===== config.mk =====
export PLATFORM = sky130hd
export DESIGN_NAME = hazard_ctrl
export DESIGN_NICKNAME = d
export VERILOG_FILES = /design/src/rtl/pipe_pkg.sv /design/src/rtl/hazard_perf_cnt.sv /design/src/rtl/hazard_ctrl.sv
export SDC_FILE = /design/constraint.sdc
export NUM_CORES = 1
export LEC_CHECK = 0
export ABC_CLOCK_PERIOD_IN_PS = 2450
export CAP_MARGIN = 0
export CORE_AREA = 2 2 71 73
export DETAILED_ROUTE_END_ITERATION = 10
export DIE_AREA = 0 0 73 75
export GPL_ROUTABILITY_DRIVEN = 0
export PLACE_DENSITY = 0.87
export SLEW_MARGIN = 30
export SYNTH_ARGS = -nofsm -noshare
export SYNTH_HDL_FRONTEND = slang
export SYNTH_SLANG_ARGS = --single-unit

===== constraint.sdc =====
create_clock -name clk -period 2.45 [get_ports clk]
set_clock_uncertainty 0.2 [all_clocks]
set_input_delay 0.49 -clock clk [delete_from_list [all_inputs] [get_ports clk]]
set_output_delay 0.49 -clock clk [all_outputs]
set_load 0.01 [all_outputs]

===== src/rtl/pipe_pkg.sv =====
// Shared encodings for the 5-stage pipeline control blocks: jump types,
// hazard controller state and forwarding-select codes.
package pipe_pkg;

    localparam logic [1:0] NO_JUMP = 2'b00;
    localparam logic [1:0] JAL     = 2'b01;
    localparam logic [1:0] JAL_R   = 2'b10;

    localparam logic [1:0] FWD_REG = 2'b00;
    localparam logic [1:0] FWD_MEM = 2'b01;
    localparam logic [1:0] FWD_WB  = 2'b10;

    typedef enum logic [1:0] {
        RUN      = 2'b00,
        LD_STALL = 2'b01,
        MEM_WAIT = 2'b10
    } hz_state_t;

    // Increment that sticks at the limit instead of wrapping.
    function automatic logic [7:0] sat_inc8(input logic [7:0] v, input logic [7:0] lim);
        return (v >= lim) ? lim : v + 8'd1;
    endfunction

endpackage


===== src/rtl/hazard_perf_cnt.sv =====
// 32-bit saturating event counter with synchronous active-low clear.
module hazard_perf_cnt (
    input  logic        clk,
    input  logic        rst_n,
    input  logic        i_inc,
    output logic [31:0] o_cnt
);

    logic [31:0] r_cnt;

    // Count events, holding at all-ones.
    always_ff @(posedge clk) begin
        if (!rst_n) begin
            r_cnt <= 32'd0;
        end else if (i_inc && (r_cnt != 32'hFFFF_FFFF)) begin
            r_cnt <= r_cnt + 32'd1;
        end else begin
            r_cnt <= r_cnt;
        end
    end

    assign o_cnt = r_cnt;

endmodule


===== src/rtl/hazard_ctrl.sv =====
// Pipeline hazard controller: load-use bubble, redirect squash, memory freeze
// with timeout. Performance counters are built when HAZARD_PERF_EN is defined.
module hazard_ctrl
    import pipe_pkg::*;
#(
    parameter int MEM_TIMEOUT = 16
) (
    input  logic        clk,
    input  logic        rst_n,
    input  logic [4:0]  id_rs1,
    input  logic [4:0]  id_rs2,
    input  logic        id_use_rs1,
    input  logic        id_use_rs2,
    input  logic [4:0]  ex_rd,
    input  logic        ex_reg_we,
    input  logic        ex_mem_read,
    input  logic [1:0]  ex_jump_t,
    input  logic        ex_br_taken,
    input  logic        mem_req,
    input  logic        mem_ready,
    output logic        pc_we,
    output logic        if_id_we,
    output logic        id_ex_we,
    output logic        ex_mem_we,
    output logic        mem_wb_we,
    output logic        if_id_flush,
    output logic        id_ex_flush,
    output logic        pc_redirect,
    output logic        mem_err,
    output logic [31:0] perf_stall,
    output logic [31:0] perf_flush,
    output logic [31:0] perf_wait
);

    localparam logic [7:0] TIMEOUT = 8'(MEM_TIMEOUT);

    hz_state_t   r_state;
    hz_state_t   w_state_nxt;
    logic [7:0]  r_wait_cnt;
    logic [7:0]  w_wait_cnt_nxt;
    logic        r_mem_err;

    logic        w_mem_stall;
    logic        w_redirect;
    logic        w_load_use;
    logic        w_eval;
    logic        w_freeze;
    logic        w_squash;
    logic        w_bubble;

    assign w_mem_stall = mem_req & ~mem_ready;
    assign w_redirect  = (ex_jump_t != NO_JUMP) | ex_br_taken;
    assign w_load_use  = ex_mem_read & ex_reg_we & (ex_rd != 5'd0) &
                         ((id_use_rs1 & (id_rs1 == ex_rd)) |
                          (id_use_rs2 & (id_rs2 == ex_rd)));

    // Pick the active action for this cycle, then drive enables and next state.
    always_comb begin
        w_eval         = 1'b0;
        w_freeze       = 1'b0;
        w_squash       = 1'b0;
        w_bubble       = 1'b0;
        w_state_nxt    = RUN;
        w_wait_cnt_nxt = 8'd0;
        pc_we          = 1'b1;
        if_id_we       = 1'b1;
        id_ex_we       = 1'b1;
        ex_mem_we      = 1'b1;
        mem_wb_we      = 1'b1;
        if_id_flush    = 1'b0;
        id_ex_flush    = 1'b0;
        pc_redirect    = 1'b0;

        case (r_state)
            RUN:      w_eval = 1'b1;
            LD_STALL: w_freeze = w_mem_stall;
            MEM_WAIT: begin
                if (!mem_ready) begin
                    w_freeze = 1'b1;
                end else begin
                    w_eval = 1'b1;
                end
            end
            default:  w_eval = 1'b0;
        endcase

        // Completion cycle of a wait is evaluated exactly like RUN.
        if (w_eval && w_mem_stall) begin
            w_freeze = 1'b1;
        end else if (w_eval && w_redirect) begin
            w_squash = 1'b1;
        end else if (w_eval && w_load_use) begin
            w_bubble = 1'b1;
        end else begin
            w_squash = 1'b0;
        end

        if (w_freeze) begin
            pc_we          = 1'b0;
            if_id_we       = 1'b0;
            id_ex_we       = 1'b0;
            ex_mem_we      = 1'b0;
            mem_wb_we      = 1'b0;
            w_state_nxt    = MEM_WAIT;
            w_wait_cnt_nxt = (r_state == MEM_WAIT) ? sat_inc8(r_wait_cnt, TIMEOUT) : 8'd1;
        end else if (w_squash) begin
            pc_redirect = 1'b1;
            if_id_flush = 1'b1;
            id_ex_flush = 1'b1;
        end else if (w_bubble) begin
            pc_we       = 1'b0;
            if_id_we    = 1'b0;
            id_ex_flush = 1'b1;
            w_state_nxt = LD_STALL;
        end else begin
            w_state_nxt = RUN;
        end

        // Reset overrides everything, including a freeze in progress.
        if (!rst_n) begin
            pc_we       = 1'b0;
            if_id_we    = 1'b0;
            id_ex_we    = 1'b0;
            ex_mem_we   = 1'b0;
            mem_wb_we   = 1'b0;
            if_id_flush = 1'b1;
            id_ex_flush = 1'b1;
            pc_redirect = 1'b0;
        end else begin
            pc_redirect = pc_redirect;
        end
    end

    // State, wait counter and sticky timeout flag.
    always_ff @(posedge clk) begin
        if (!rst_n) begin
            r_state    <= RUN;
            r_wait_cnt <= 8'd0;
            r_mem_err  <= 1'b0;
        end else begin
            r_state    <= w_state_nxt;
            r_wait_cnt <= w_wait_cnt_nxt;
            r_mem_err  <= r_mem_err | (w_freeze & (w_wait_cnt_nxt == TIMEOUT));
        end
    end

    assign mem_err = r_mem_err;

`ifdef HAZARD_PERF_EN
    hazard_perf_cnt u_perf_stall (
        .clk   (clk),
        .rst_n (rst_n),
        .i_inc (w_bubble),
        .o_cnt (perf_stall)
    );

    hazard_perf_cnt u_perf_flush (
        .clk   (clk),
        .rst_n (rst_n),
        .i_inc (w_squash),
        .o_cnt (perf_flush)
    );

    hazard_perf_cnt u_perf_wait (
        .clk   (clk),
        .rst_n (rst_n),
        .i_inc (w_freeze),
        .o_cnt (perf_wait)
    );
`else
    assign perf_stall = 32'd0;
    assign perf_flush = 32'd0;
    assign perf_wait  = 32'd0;
`endif

endmodule


==> results of run 1 <==
[cell usage in the layout (no fill, tap or decap), types with 3 or more instances in the layout]
| master | count |
|---|---|
| conb_1 | 99 |
| nand2_1 | 4 |
| buf_4 | 15 |
| clkdlybuf4s50_1 | 8 |
| xnor2_1 | 3 |
| dlygate4sd2_1 | 7 |
| nor4_2 | 3 |
| xor2_1 | 7 |
| clkdlybuf4s15_2 | 4 |
| and4_1 | 3 |
| nor2_1 | 3 |
| buf_6 | 6 |
| dfxtp_1 | 9 |
| inv_1 | 3 |
| buf_2 | 8 |
| clkbuf_8 | 3 |
| nor3_1 | 3 |
[cell type report]
class | count | area, µm²
Timing Repair Buffer | 49 | 412
Clock inverter | 1 | 5.00
Sequential cell | 11 | 225
Multi-Input combinational cell | 154 | 871
Inverter | 5 | 21.3
Fill cell | 474 | 3020
Clock buffer | 3 | 41.3
Tap cell | 54 | 67.6
[stage by stage]
step | total power [W] | setup WS [ps] | setup TNS (ps) | instances
2_1_floorplan | 0.000416 | 199 | 0 | 269
3_3_place_gp | 0.000383 | -915 | -4800 | 268
3_5_place_dp | 0.000385 | -910 | -4890 | 268
4_1_cts | 0.000561 | -62.5 | -71.2 | 276
5_1_grt | 0.000597 | -131 | -668 | 277
6_report | 0.000563 | -87.4 | -87.4 | 277
[kinds of logic (layout without fill, tap and decap cells)]
kind of cell | Yosys count | in the layout
compound gates | 13 | 13
simple gates | 25 | 25
xor+xnor | 12 | 12
fa+ha+maj | 5 | 5
other cells | 1 | 99
flops | 11 | 11
buf+inv | 104 | 58
[cell usage after synthesis (2+ instances only)]
cell type and n:
buf_4 99, dfxtp_1 11, xor2_1 9, ha_1 5
inv_1 5, nand2_1 4, nor3_1 4, and4_1 3
nor2_1 3, o21ai_0 3, xnor2_1 3, nand3_1 2
nor4_2 2
[critical path, delay by kind of cell]
family,cells,cell delay [ps]
buffers and inverters,3,440
AO/OA/AOI/OAI,2,410
AND/OR/NAND/NOR,1,350
XOR/XNOR,1,160
[state kept, by name, indices dropped and copies added, names as in the netlist]
register	count
mem_err	1
r_state	2
r_wait_cnt	8
[what timing repair did]
action	in CTS	in global routing
buffers inserted	4	1
gates resized for setup	85	20
pin swaps	17	8
hold endpoints to repair	0	0
endpoints found under the setup margin	8	8
[power groups by stage]
stage | combinational [W] | clock, W | sequential, W
6_report | 0.000201 | 0.000176 | 0.000186
5_1_grt | 0.000223 | 0.000187 | 0.000187
4_1_cts | 0.000193 | 0.000181 | 0.000186
3_5_place_dp | 0.000195 | 0 | 0.000190
3_3_place_gp | 0.000194 | 0 | 0.000189
2_1_floorplan | 0.000227 | 0 | 0.000189
[layer usage]
| layer | track usage [%] | routed length, µm |
|---|---|---|
| met5 | 0 | 11 |
| met3 | 3.35 | 317 |
| met4 | 1.65 | 0 |
| met1 | 6.62 | 752 |
| met2 | 16.4 | 1380 |
[path summary, 6_finish.rpt]
kind	end	slack (ps)	cells after the start
min reg2reg	mem_err	270	1
max reg2reg	r_wait_cnt[1]	630	8
max	id_ex_flush	-90	7
min	mem_err	270	1
==> impl_metrics.csv, run 1 <==
group,metric,value,unit
critical_path,r2r_start,"r_state[1]",
placement,dp_hpwl,2140,µm
detailed_routing,vias,960,
yosys,synth_top_area_share,52.3,%
floorplanning,ios,131,
floorplanning,die_x,73,µm
detailed_routing,vias_per_cell,3.47,
power_and_ir_drop,p_comb_share,35.7,%
status,violations,"negative setup slack",
critical_path,worst_setup_path_end_kind,"output pin",
detailed_routing,postRouteWirelength,2460,µm
worst_hold_path,hold_class,"flop to flop",
timing,setup_viol,1,
yosys,syn_area,0.00142,mm²
timing,layout_setup_ws,-87.4,ps
grt,grt_usage,7.80,%
detailed_routing,drtPass1Iterations,4,
power_and_ir_drop,seqPwrFrac,33.1,%
detailed_routing,drtIter0Drc,28,
cells_and_area,num_antenna_cells,0,
critical_path,critPathKind,"primary input to output pin",
yosys,yosysSeqAreaShare,15.5,%
floorplanning,die_y,75,µm
yosys,synthDistinctLibCells,31,
yosys,synth_top_family_by_area,"buffers and inverters",
cells_and_area,drive_gt1_share,25.6,%
power_and_ir_drop,clockPowerShare,31.2,%
critical_path,crit_required,1760,ps
yosys,synth_seq_cells,11,
power_and_ir_drop,ir_worst_vdd,0.241,mV
clock_network,cts_hold_buf,0,
yosys,yosys.area_share.simple,11.3,%
cells_and_area,post-route-util,35.2,%
clock_network,cts_inserted_buffers,3,
clock_network,cts.clk_slew.worst_paths,50,ps
power_and_ir_drop,switchingPower,0.000190,W
clock_network,insertion_delay,230,ps
timing,fin_hold_ws,265,ps
floorplanning,core,0.00466,mm²
critical_path,cpPeakStageDelay,350,ps
power_and_ir_drop,switching_share,33.8,%
cells_and_area,fin_area,0.00164,mm²
yosys,synth_edf_count,0,
clock_network,cts_tree,"done",
grt,grt_pass1_wl,3290,µm
timing,max_freq,394,MHz
timing,drv_slew,0,
power_and_ir_drop,p_per_area,343,mW/mm²
clock_network,htreeDepth,1,
grt,grt_overflow_total,0,
status,outcome,"finished, violations left",
yosys,synth_xor_xnor_area_share,7.40,%
job,max_cap_viol_count,0,
power_and_ir_drop,p_int,0.000373,W
floorplanning,start_util,30.5,%
critical_path,worst_setup_path_start_kind,"primary input",
placement,place_area,0.00153,mm²
floorplanning,dieArea,0.00548,mm²
timing,fin_crit_sh,104,%
yosys,synthFlopType,"dfxtp_1",
critical_path,arrival,1850,ps
cells_and_area,nNetsFinal,255,
yosys,synth_area_leaders,"buf_4 52%, dfxtp_1 16%, xor2_1 5.6%",
yosys,synth_compound_area_share,7.49,%
timing,rsz0062_at_grt,"true",
placement,io_buffers,34,
clock_network,cts_sinks,11,
timing,finalHoldViolCount,0,
critical_path,startpoint,"id_rs2[3]",
critical_path,cp_max_fo,2,
detailed_routing,wl_per_cell,8.87,µm
yosys,synth_area_leader_cell,"buf_4",
yosys,synthMuxAreaShare,0,%
power_and_ir_drop,p_leak,0.850,nW
yosys,postSynthAreaPerCell,8.30,µm²
clock_network,clockRootBuffer,"clkbuf_8",
yosys,synthCells,171,
detailed_routing,ant_nets,0,
timing,layout_min_cycle_time,2540,ps
cells_and_area,syn2layout_area_growth,15.7,%
grt,antenna_found_initial,1,
critical_path,crit_slowest_cell,"nor4_2",
critical_path,worstPathCellList,"buf_6 -> xor2_2 -> nor4_2 -> a32oi_2 -> buf_4 -> o311ai_2 -> buf_2",
yosys,yosysWarningCount,0,
yosys,synth_adder_area_share,4.41,%
grt,grt_max_degree,8,
grt,grt_pass1_vias,779,
clock_network,clockBufferDepth,2,
yosys,async_reset_ff_share,0,%
floorplanning,num_rows,25,
worst_hold_path,hold_start,"mem_err",
detailed_routing,drc,0,
Note: power is estimated with default switching activity, not from simulation.
==> inputs of run 2 (changes only) <==
--- a/config.mk
+++ b/config.mk
@@ -7,12 +7,13 @@
 export LEC_CHECK = 0
 export ABC_CLOCK_PERIOD_IN_PS = 2450
 export CAP_MARGIN = 0
-export CORE_AREA = 2 2 71 73
+export CORE_AREA = 2 2 65 80
 export DETAILED_ROUTE_END_ITERATION = 10
-export DIE_AREA = 0 0 73 75
+export DIE_AREA = 0 0 67 82
 export GPL_ROUTABILITY_DRIVEN = 0
-export PLACE_DENSITY = 0.87
+export PLACE_DENSITY = 0.86
 export SLEW_MARGIN = 30
 export SYNTH_ARGS = -nofsm -noshare
 export SYNTH_HDL_FRONTEND = slang
 export SYNTH_SLANG_ARGS = --single-unit
+export TNS_END_PERCENT = 100
==> run 2 against run 1 <==
  * The flow still finishes with violations (negative setup slack)
  * Sequential cell count stayed put
  * Final cell count grew 4.0%
  * Setup slack improved by 22 ps
  * Clock power barely moved
  * Sequential share of layout area decreased by 0.31 points
  * Sequential power about the same
  * Register-to-register slack got worse by 40 ps
  * First-iteration DRC count decreased by 68%
  * Highest routed layer is now met4
==> impl_metrics.csv, run 2 (synthesis results as in run 1) <==
group,metric,value,unit
critical_path,arrival,1830,ps
cells_and_area,drive_gt1_share,27.6,%
detailed_routing,drc,0,
timing,fin_crit_sh,103,%
cells_and_area,num_antenna_cells,0,
cells_and_area,syn2layout_area_growth,17.0,%
grt,grt_overflow_total,0,
status,outcome,"finished, violations left",
timing,max_freq,398,MHz
status,violations,"negative setup slack",
timing,drv_slew,0,
clock_network,htreeDepth,1,
critical_path,crit_required,1760,ps
cells_and_area,fill_cells,504,
cells_and_area,largest_reg_flops,8,
timing,layout_setup_ws,-65.3,ps
grt,antenna_found_initial,0,
detailed_routing,vias_per_cell,3.46,
floorplanning,num_rows,28,
placement,io_buffers,34,
grt,grt_max_degree,8,
floorplanning,dieArea,0.00549,mm²
detailed_routing,wl_per_cell,9.16,µm
cells_and_area,nNetsFinal,260,
critical_path,worst_setup_path_end_kind,"output pin",
clock_network,cts.clk_slew.worst_paths,40,ps
clock_network,insertion_delay,230,ps
detailed_routing,ant_nets,0,
power_and_ir_drop,p_leak,0.868,nW
floorplanning,start_util,29.8,%
placement,dp_cells,276,
detailed_routing,drtIter0Drc,9,
placement,dp_hpwl,2030,µm
critical_path,cpPeakStageDelay,500,ps
power_and_ir_drop,ir_worst_vdd,0.159,mV
cells_and_area,post-route-util,34.9,%
timing,finalHoldViolCount,0,
timing,fin_hold_ws,277,ps
timing,layout_min_cycle_time,2520,ps
clock_network,clockRootBuffer,"clkbuf_8",
clock_network,cts_hold_buf,0,
detailed_routing,drtPass1Iterations,4,
placement,post-place-ws,-745,ps
critical_path,crit_slowest_cell,"clkdlybuf4s50_1",
grt,grt_pass1_vias,765,
critical_path,worstPathCellList,"clkdlybuf4s50_1 -> xnor2_2 -> a32oi_2 -> buf_4 -> o311ai_2 -> buf_2",
worst_hold_path,hold_start,"mem_err",
floorplanning,core,0.00476,mm²
clock_network,cts_tree,"done",
power_and_ir_drop,p_per_area,343,mW/mm²
floorplanning,die_x,67,µm
critical_path,startpoint,"id_rs2[0]",
grt,grt_usage,8.12,%
detailed_routing,vias,996,
cells_and_area,mostFrequentLayoutCell,"conb_1",
cells_and_area,stdcell_count,288,
grt,grt_pass1_wl,3250,µm
clock_network,cts_sinks,11,
cells_and_area,largest-register,"r_wait_cnt",
timing,setup_viol,1,
critical_path,critPathKind,"primary input to output pin",
critical_path,r2r_start,"r_state[0]",
cells_and_area,final_cell_mix,"99 x conb_1, 19 x buf_4, 10 x buf_2",
detailed_routing,postRouteWirelength,2640,µm
clock_network,clockBufferDepth,2,
floorplanning,ios,131,
critical_path,worst_setup_path_start_kind,"primary input",
timing,rsz0062_at_grt,"true",
worst_hold_path,hold_class,"flop to flop",
job,max_cap_viol_count,0,
clock_network,cts_inserted_buffers,3,
power_and_ir_drop,p_total,0.000569,W
floorplanning,die_y,82,µm
critical_path,cp_max_fo,2,
==> run 2: cell types whose count changed in the layout (fill, tap and decap cells not counted), moves of 3 or more <==
cell | before | now
buf_4 | 15 | 19
clkdlybuf4s15_2 | 4 | 0
buf_6 | 6 | 3
clkbuf_2 | 1 | 4
==> run 2: cell type report <==
type	instances	area [µm²]	area share, %
Clock buffer	4	45.0	2.71
Sequential cell	11	223	13.4
Inverter	5	18.8	1.13
Tap cell	60	75.1	4.52
Multi-Input combinational cell	154	883	53.2
Timing Repair Buffer	54	417	25.1
==> run 2: per-stage QoR <==
step / cell area (µm²) / setup TNS, ps
finish: 1660 / -65.3
detailed placement: 1550 / -4710
global route: 1660 / -257
global placement: 1550 / -4640
CTS: 1650 / -74.8
floorplan: 1790 / 0
==> run 2: what timing repair did <==
action / in CTS / in global routing
buffers inserted: 5 / 3
pin swaps: 15 / 6
setup endpoints to repair: 8 / 8
gates resized for setup: 71 / 25
==> run 2: power breakdown <==
| group | switching [W] | internal (W) |
|---|---|---|
| logic | 0.000131 | 0.0000776 |
| registers | 0.00000238 | 0.000184 |
| clock network | 0.0000606 | 0.000114 |
==> run 2: worst max-delay path: cells and delay by family <==
| family | cells | cell delay, ps |
|---|---|---|
| compound gates | 2 | 370 |
| xor+xnor | 1 | 130 |
| buf+inv | 3 | 830 |
==> run 2: worst paths after layout <==
path                 end  slack (ps)  depth (start not counted)
max          id_ex_flush         -70                          6
min              mem_err         280                          1
max reg2reg   r_state[0]         590                         10
min reg2reg      mem_err         280                          1
==> run 2: per-layer routing <==
layer	part of all wire (%)	vias up	track usage (%)
li1	-	469	-
met1	26	436	5.50
met2	56	86	17.7
met3	16	5	3.29
met4	1.4	0	3.67
met5	0	-	0
==> inputs of run 3 (changes only) <==
--- a/config.mk
+++ b/config.mk
@@ -10,10 +10,8 @@
 export CORE_AREA = 2 2 65 80
 export DETAILED_ROUTE_END_ITERATION = 10
 export DIE_AREA = 0 0 67 82
-export GPL_ROUTABILITY_DRIVEN = 0
 export PLACE_DENSITY = 0.86
 export SLEW_MARGIN = 30
 export SYNTH_ARGS = -nofsm -noshare
 export SYNTH_HDL_FRONTEND = slang
 export SYNTH_SLANG_ARGS = --single-unit
-export TNS_END_PERCENT = 100
==> results of run 3 <==
Final layout, timing and power as in run 2 (identical DEF).
==> RTL change, RTL diff (flow settings as in run 2) <==
`NO_JUMP`: 2'b00 -> 2'b01.
--- a/src/rtl/pipe_pkg.sv
+++ b/src/rtl/pipe_pkg.sv
@@ -3,5 +3,5 @@
 package pipe_pkg;
 
-    localparam logic [1:0] NO_JUMP = 2'b00;
+    localparam logic [1:0] NO_JUMP = 2'b01;
     localparam logic [1:0] JAL     = 2'b01;
     localparam logic [1:0] JAL_R   = 2'b10;
Behaviour: not the same (Yosys sat finds a counterexample within 4 cycles, from zero or initial values and one cycle with rst_n low).
==> RTL change against run 2 <==
The run still ends with negative setup slack left; total power is 0.64% higher; routed wire length fell by 5.7%; highest routed layer unchanged; sequential cell count is the same; worst setup slack worse by 0.0083 ns; synthesized area hardly changed; non-clock buffer count is 4 lower; register-to-register slack worse by 0.02 ns; design area about the same.
==> RTL change: results (changes against run 2) <==
Outcome
  • Status: complete, but fails checks
  • Failing checks: negative setup slack

GRT
  • Largest net degree at the start of global routing: 8 (unchanged)
  • Initial antenna violation count: 0 (unchanged)
  • Vias in the first global route: 763 (-0.26%)
  • Gr usage total: 7.70% (-0.42 points)
  • First-pass GRT wire length: 3.10 mm (-4.6%)

Logic synthesis
  • Synth Area in Compound Gates: 7.66% (+0.17 points)
  • Ys flop type: dfxtp_1
  • Synth cell count leaders: buf_4 (99), dfxtp_1 (11), xor2_1 (9)
  • Largest cells by area after synthesis: buf_4 (52%), dfxtp_1 (15%), xor2_1 (5.5%)
  • Unique masters post-synth: 32 (+3.2%)
  • Seq/Total Area, Yosys: 15.5% (about the same)
  • Mapped Avg Cell Area: 8.36 µm² (+0.68%)
  • Post-Synth XOR/XNOR Area: 7.39% (about the same)
  • Yosys warns: 0 (unchanged)
  • Synth Area in Adders: 4.40% (about the same)
  • Mux share of post-synthesis cell area: 0% (unchanged)
  • Asr flop ratio synth: 0% (unchanged)

Detailed routing
  • Via count: 974 (-2.2%)
  • 1st-iter DRT viols: 11 (+2)
  • Average routed wire per standard cell: 8.79 µm (-4.0%)
  • Drt total wl: 2.49 mm (-5.7%)
  • First-pass DRT Iterations: 3 (-1)

Cells and area
  • Ant. Diodes: 0 (unchanged)
  • Max reg flops: 8 (unchanged)
  • Register Area: 223 µm² (unchanged)
  • Final Net Count: 255 (-1.9%)
  • Filler cell count: 494 (-2.0%)
  • Layout cell share with drive strength beyond 1: 26.5% (-1.2 points)

Clocking
  • Root Driver: clkbuf_8
  • Clk_lat worst skew: 0.23 ns (about the same)
  • Clock Pin Slew Worst Setup and Hold Paths: 0.05 ns
  • H-Tree Level Count: 1 (unchanged)
  • Clk buf depth: 2 (unchanged)
  • CTS buffer count: 3 (unchanged)

Placement
  • Hpwl dp: 1.99 mm (-1.9%)
  • Port Buffers: 34 (unchanged)
  • Worst slack at placement: -0.806 ns (-0.0609 ns)
  • Placed Area: 1550 µm² (about the same)
  • Placed Cells: 275 (-0.36%)

Worst setup path
  • CP Max Fanout: 2 (unchanged)
  • CP top delay family: buffers and inverters
  • Worst path max stage delay: 0.32 ns (-0.18 ns)
  • Crit path max-delay cell type: nor4_2
  • Crit path DAT: 1.83 ns (about the same)

Power and ir drop
  • Leakage: 0.858 nW (-1.1%)
  • Worst VDD drop: 0.000144 V (-9.2%)

Worst hold path
  • HP Class: reg2reg

STA
  • Setup violators final: 1 (unchanged)
  • Setup ws final: -0.0736 ns (-0.00833 ns)
## RTL change: changes by cell type after synthesis
| cell | before | now |
|---|---|---|
| nand2_1 | 4 | 3 |
| nor3_1 | 4 | 3 |
| nor3b_1 | 0 | 1 |
| o31a_1 | 1 | 0 |
| o41a_1 | 0 | 1 |
## RTL change: what timing repair did
| item | in CTS | in global routing |
|---|---|---|
| setup endpoints to repair | 8 | 8 |
| hold buffers | 0 | 0 |
| pin swaps | 16 | 14 |
| buffers inserted | 2 | 2 |
| gates resized for setup | 78 | 29 |
## RTL change: power by group
part           internal, mW  switching [mW]  total [mW]
Clock                 0.114          0.0645       0.178
Combinational        0.0805           0.127       0.208
Sequential            0.184         0.00260       0.187
## RTL change: layout make-up
cell class	instances	area share (%)
multi-input combinational	153	53.3
timing repair buffer	50	25.0
sequential	11	13.4
tap	60	4.51
clock buffer	4	2.71
inverter	5	1.13
## RTL change: final timing paths
path	cells after the start	startpoint	slack [ns]	endpoint
worst max-delay path	7	id_rs2[3]	-0.07	id_ex_flush
worst min-delay path	1	mem_err$_SDFF_PN0_	0.27	mem_err$_SDFF_PN0_
worst max register to register	7	r_state[1]$_SDFF_PN0_	0.57	r_wait_cnt[3]$_SDFF_PN0_
worst min register to register	1	mem_err$_SDFF_PN0_	0.27	mem_err$_SDFF_PN0_
## RTL change: per-stage QoR
stage	setup TNS, ns	hold WS, ns
5_1_grt	-0.370	0.324
2_1_floorplan	0	0.309
4_1_cts	-0.0730	0.279
3_3_place_gp	-4.80	0.254
6_report	-0.0736	0.271
3_5_place_dp	-4.95	0.268
## RTL change: kinds of logic after synthesis
group                      after synthesis
and+or+nand+nor                         24
adders and majority gates                5
AOI/OAI and AO/OA                       13
DFF                                     11
buffers and inverters                  104
xor gates and xnor gates                12
other                                    1
## RTL change: routing by layer
| layer | part of all wire, % | GRT usage, % |
|---|---|---|
| met5 | 0 | 0 |
| met4 | 1.2 | 3.67 |
| met3 | 17 | 3.42 |
| met2 | 55 | 15.9 |
| met1 | 27 | 5.66 |
